### config.mk
export PLATFORM = sky130hd
export DESIGN_NAME = pipe_stall_ctrl
export DESIGN_NICKNAME = d
export VERILOG_FILES = /design/src/rtl/pipe_stall_ctrl.sv
export SDC_FILE = /design/constraint.sdc
export NUM_CORES = 1
export LEC_CHECK = 0
export ABC_AREA = 1
export CAP_MARGIN = 20
export CORE_MARGIN = 8
export CORE_UTILIZATION = 35
export CTS_CLUSTER_DIAMETER = 60
export CTS_CLUSTER_SIZE = 25
export DETAILED_ROUTE_END_ITERATION = 8
export PLACE_DENSITY = 0.77
export SLEW_MARGIN = 20
export SYNTH_ARGS = -nofsm -noshare
export SYNTH_HDL_FRONTEND = slang
export SYNTH_SLANG_ARGS = --single-unit
### constraint.sdc
create_clock -name cpu_clk_50M -period 1.1 [get_ports cpu_clk_50M]
set_input_delay 0.165 -clock cpu_clk_50M [delete_from_list [all_inputs] [get_ports cpu_clk_50M]]
set_output_delay 0.165 -clock cpu_clk_50M [all_outputs]
set_load 0.01 [all_outputs]
### src/rtl/pipe_stall_ctrl.sv
// ---------------------------------------------------------------------------
// pipe_stall_ctrl
//
// Central stall / flush controller for a five-stage CPU pipeline. It merges
// the per-stage stall requests into one per-stage stop vector, tracks a
// multi-cycle divide with a timeout watchdog, and sequences a one-cycle flush
// after an exception or ERET commits in MEM.
//
// Ports
//   cpu_clk_50M   in   1   sole clock, rising edge
//   cpu_rst       in   1   asynchronous reset, active-high
//   stallreq_if   in   1   instruction fetch not ready
//   stallreq_id   in   1   load-use hazard detected in ID
//   div_start     in   1   DIV/DIVU entering EXE (one-cycle pulse)
//   div_ready     in   1   divider result valid (one-cycle pulse)
//   stallreq_mem  in   1   data memory not ready
//   exc_req       in   1   exception / ERET committed in MEM (one-cycle pulse)
//   stall         out  4   1 = stop; bit0 PC, bit1 IF/ID, bit2 ID/EXE,
//                          bit3 EXE/MEM
//   flush         out  1   clear all pipeline registers
//   div_abort     out  1   one-cycle pulse cancelling the divider
//   busy_state    out  2   current FSM state (0 IDLE, 1 DIV_BUSY, 2 FLUSH)
//   stall_cycles  out  32  number of cycles with stall[0] set
//
// Parameters
//   DIV_TIMEOUT   maximum number of cycles spent in DIV_BUSY (<= 63)
//
// Build options
//   STALL_PERF_CNT_EN  when defined, stall_cycles is a free-running 32-bit
//                      counter of PC-stalled cycles; otherwise it is tied to 0
//                      and no counter register exists.
// ---------------------------------------------------------------------------
module pipe_stall_ctrl #(
  parameter int DIV_TIMEOUT = 36
) (
  input  logic        cpu_clk_50M,
  input  logic        cpu_rst,
  input  logic        stallreq_if,
  input  logic        stallreq_id,
  input  logic        div_start,
  input  logic        div_ready,
  input  logic        stallreq_mem,
  input  logic        exc_req,
  output logic [3:0]  stall,
  output logic        flush,
  output logic        div_abort,
  output logic [1:0]  busy_state,
  output logic [31:0] stall_cycles
);

  typedef enum logic [1:0] {
    IDLE     = 2'd0,
    DIV_BUSY = 2'd1,
    FLUSH    = 2'd2,
    ILLEGAL  = 2'd3
  } state_t;

  localparam logic [5:0] TIMEOUT_CNT = 6'(DIV_TIMEOUT);

  localparam logic [3:0] STALL_ALL  = 4'b1111;
  localparam logic [3:0] STALL_EXE  = 4'b0111;
  localparam logic [3:0] STALL_ID   = 4'b0011;
  localparam logic [3:0] STALL_PC   = 4'b0001;
  localparam logic [3:0] STALL_NONE = 4'b0000;

  state_t     state;
  state_t     state_nxt;
  logic [5:0] div_cnt;
  logic [5:0] div_cnt_nxt;
  logic [3:0] stall_c;
  logic       flush_c;
  logic       abort_c;
  logic       div_timeout;

  // Priority merge of the stall sources: a memory stall freezes everything
  // up to EXE/MEM, a divide holds ID/EXE and upstream, a load-use hazard
  // holds IF/ID and the PC, and a fetch miss holds only the PC.
  function automatic logic [3:0] stall_encode(
    input logic mem_req,
    input logic div_hold,
    input logic id_req,
    input logic if_req
  );
    logic [3:0] s;
    if (mem_req)       s = STALL_ALL;
    else if (div_hold) s = STALL_EXE;
    else if (id_req)   s = STALL_ID;
    else if (if_req)   s = STALL_PC;
    else               s = STALL_NONE;
    return s;
  endfunction

  assign div_timeout = (div_cnt == TIMEOUT_CNT);

  // State and divide-cycle counter
  always_ff @(posedge cpu_clk_50M or posedge cpu_rst) begin
    if (cpu_rst) begin
      state   <= IDLE;
      div_cnt <= '0;
    end else begin
      state   <= state_nxt;
      div_cnt <= div_cnt_nxt;
    end
  end

  // Next-state and raw outputs
  always_comb begin
    state_nxt   = state;
    div_cnt_nxt = div_cnt;
    stall_c     = STALL_NONE;
    flush_c     = 1'b0;
    abort_c     = 1'b0;

    case (state)
      IDLE: begin
        // The divide stall starts in the very cycle div_start is seen so
        // the divide operands are held in ID/EXE before the FSM moves.
        stall_c = stall_encode(stallreq_mem, div_start, stallreq_id, stallreq_if);
        if (div_start) begin
          state_nxt   = DIV_BUSY;
          div_cnt_nxt = 6'd1;
        end
      end

      DIV_BUSY: begin
        // The cycle carrying div_ready still stalls so the result can be
        // captured; release happens once back in IDLE. A memory stall
        // overrides the encoding but never pauses the watchdog count.
        stall_c = stall_encode(stallreq_mem, 1'b1, stallreq_id, stallreq_if);
        if (div_ready) begin
          state_nxt = IDLE;
        end else if (div_timeout) begin
          state_nxt = IDLE;
          abort_c   = 1'b1;
        end else begin
          div_cnt_nxt = div_cnt + 6'd1;
        end
      end

      FLUSH: begin
        flush_c   = 1'b1;
        stall_c   = STALL_NONE;
        state_nxt = IDLE;
      end

      default: begin
        // Unreachable encoding: behave like IDLE for stalls but do not
        // accept a divide; recover to IDLE on the next edge.
        stall_c   = stall_encode(stallreq_mem, 1'b0, stallreq_id, stallreq_if);
        state_nxt = IDLE;
      end
    endcase

    // An exception outranks every other request and transition. The
    // pipeline is frozen for the commit cycle, flushed in the next one.
    if (exc_req) begin
      state_nxt   = FLUSH;
      div_cnt_nxt = '0;
      stall_c     = STALL_ALL;
      flush_c     = 1'b0;
      abort_c     = (state == DIV_BUSY);
    end
  end

  // Reset forces the combinational outputs quiet immediately, even between
  // clock edges and regardless of the request inputs.
  assign stall      = cpu_rst ? STALL_NONE : stall_c;
  assign flush      = cpu_rst ? 1'b0       : flush_c;
  assign div_abort  = cpu_rst ? 1'b0       : abort_c;
  assign busy_state = state;

`ifdef STALL_PERF_CNT_EN
  logic [31:0] perf_cnt;

  // Wraps naturally from 32'hFFFF_FFFF to 0.
  always_ff @(posedge cpu_clk_50M or posedge cpu_rst) begin
    if (cpu_rst) begin
      perf_cnt <= '0;
    end else if (stall[0]) begin
      perf_cnt <= perf_cnt + 32'd1;
    end
  end

  assign stall_cycles = perf_cnt;
`else
  assign stall_cycles = 32'h0;
`endif

endmodule

==> results.py <==
metrics = {
    "critical_path": {
        "start_kind": "flip-flop",
        "arrival_ps": 1330,
        "rr_startpoint": "busy_state[1]",
        "r2r_cells": 9,
        "crit_fanout": 3,
        "worstPathRequired_ps": 940,
        "r2r_slack_ps": -280,
        "end_kind": "output port",
        "worstReg2RegEnd": "div_cnt[2]",
        "crit_type": "flip-flop to output port",
        "crit_path_end": "stall[0]",
        "critPathLaunch": "busy_state[0]",
    },
    "pwr": {
        "power_density_nw_per_um2": 717,
        "ir_worst_vdd_v": 0.000787,
        "power_uw": 898,
        "leakage_uw": 0.000648,
    },
    "final_layout": {
        "nFillCells": 215,
        "drive_above_1_share": 0.407,
        "fin_nets": 179,
        "final_area_um2": 1250,
        "multi_input_area_um2": 601,
        "regArea_um2": 200,
        "synthToLayoutAreaGrowth_pct": 43.6,
        "fin_util": 0.520,
        "antenna_cells": 0,
    },
    "grt": {
        "grt_max_degree": 9,
        "grt_usage": 0.0995,
        "grt_pass1_wl_um": 3460,
        "grt_pass1_vias": 783,
        "antenna_found_initial": 0,
        "grt_overflow_total": 0,
    },
    "timing": {
        "fmax_ghz": 0.668,
        "setup_violations": 14,
        "fin_skew_ps": 4.33,
        "rsz0062_at_grt": "yes",
        "slew_viol_final": 0,
        "finalHoldViolCount": 0,
        "worst_slack_ps": -398,
        "period_needed_ps": 1500,
        "fin_crit_sh": 1.36,
        "holdWs_ps": 386,
        "setup-tns-final_ps": -4100,
    },
    "synthesis": {
        "ys.flop_type": "dfrtp_1",
        "synth-seq-cells": 8,
        "yosysWarnings": 0,
        "netlist_area_um2": 872,
        "ys_async_sr_fraction": 1.00,
        "yosysMostFrequentCell": "buf_4",
        "ys_types": 22,
        "ys_seq_area_frac": 0.230,
        "synth_area_leader_cell": "buf_4",
        "avgSynthCellArea_um2": 6.98,
        "synth_area_leaders": "buf_4 (28%), dfrtp_1 (23%), nand2_1 (12%)",
        "synth_edf_count": 0,
        "synth_top_area_frac": 0.284,
        "syn-instance-count": 125,
        "synth_commonest_cells": "buf_4 (33), nand2_1 (28), nand3_1 (10)",
    },
    "floorplanning": {
        "die_h_um": 65.9,
        "ioPinCount": 48,
        "placementRows": 18,
        "die_x_um": 65.9,
        "dieArea_um2": 4340,
        "coreArea_um2": 2410,
        "start_util": 0.362,
    },
    "status": {
        "violations": "negative setup slack",
        "status": "finished with violations",
    },
    "clocking": {
        "root_buffer": "clkbuf_4",
        "numClockSinks": 8,
        "cts_buffer_depth": 2,
        "cts.clk_slew.worst_paths_ps": 50,
        "clkLatencyLatePin_ps": 260,
        "cts_max_level": 1,
        "cts_tree": "yes",
        "cts_buffers": 3,
    },
    "routing": {
        "drt_iter0_drc": 36,
        "first_pass_iters": 4,
        "ant_nets": 0,
        "vias_per_cell": 4.29,
        "drt-wirelength-per-cell_um": 12.3,
        "post-route-drc-count": 0,
        "wl_um": 2420,
        "vias": 846,
    },
    "job": {
        "max_cap_violations": 0,
    },
    "placement": {
        "gp_congestion": 0.885,
        "hpwl_um": 1690,
        "placement.io_buffers": 15,
        "placed_area_um2": 1090,
    },
    "min_path": {
        "hold_class": "input port to asynchronous set/reset pin",
    },
}
## worst min path at each step
stage | cells after the start | startpoint | endpoint
2_1_floorplan | 1 | cpu_rst | busy_state[0]
3_3_place_gp | 3 | div_cnt[3] | div_cnt[3]
3_5_place_dp | 3 | div_cnt[3] | div_cnt[3]
4_1_cts | 3 | cpu_rst | div_cnt[1]
5_1_grt | 3 | cpu_rst | div_cnt[5]
6_report | 3 | cpu_rst | div_cnt[1]
## metal layers
metal,vias up,share of wire,GRT usage
li1,416,-,-
met1,401,0.41,0.116
met2,27,0.53,0.178
met3,2,0.053,0.0169
met4,0,0.0078,0.0327
met5,-,0,0
## critical path, stage by stage, from the launching register on
cell	delay (ps)
dfrtp_1	410
inv_2	100
nand2_4	70
a21oi_4	170
buf_6	120
a31oi_1	60
buf_2	150
## cells by family (layout without fill, tap and decap cells)
family          Yosys count  after routing  synth area share
compound gates            9              9            0.0602
buf+inv                  44             55             0.331
simple gates             61             61             0.346
fa+ha+maj                 2              2            0.0287
other cells               1             32           0.00430
flops                     8              8             0.230
## area by class of cell
type	instances	area share
tap	30	0.0300
inverter	10	0.0300
clock buffer	3	0.0180
sequential	8	0.160
timing repair buffer	42	0.283
multi-input combinational	104	0.480
## report_power, final
part / switching, uW / internal, uW
Clock: 101 / 125
Sequential: 9.48 / 305
Combinational: 207 / 150
Total: 318 / 580
## sequential cells by signal (all words and copies together), names as in the netlist
| register | flops |
|---|---|
| busy_state | 2 |
| div_cnt | 6 |
## placed cells by master (no fill, tap or decap), drive strengths merged
cell           instances
buf                   35
conb                  32
nand2                 31
nor2                  15
inv                   10
nand3                 10
dfrtp                  8
clkdlybuf4s50          6
a21oi                  4
clkbuf                 3
nand4                  2
a31oi                  2
o21bai                 2
ha                     2
nand3b                 1
o21ai                  1
nor3                   1
or2                    1
dlygate4sd2            1
## what timing repair did
item,4_1_cts,5_1_grt
resized for setup,53,13
pin swaps,11,11
hold buffers,0,0
setup buffers,5,4
setup endpoints to repair,15,15
## per-stage QoR
| stage | std cells | worst slack (ps) |
|---|---|---|
| CTS | 195 | -395 |
| global placement | 187 | -598 |
| global route | 197 | -483 |
| floorplan | 156 | -90.7 |
| detailed placement | 187 | -601 |
| finish | 197 | -398 |
Power figures use the tool's default switching activity.
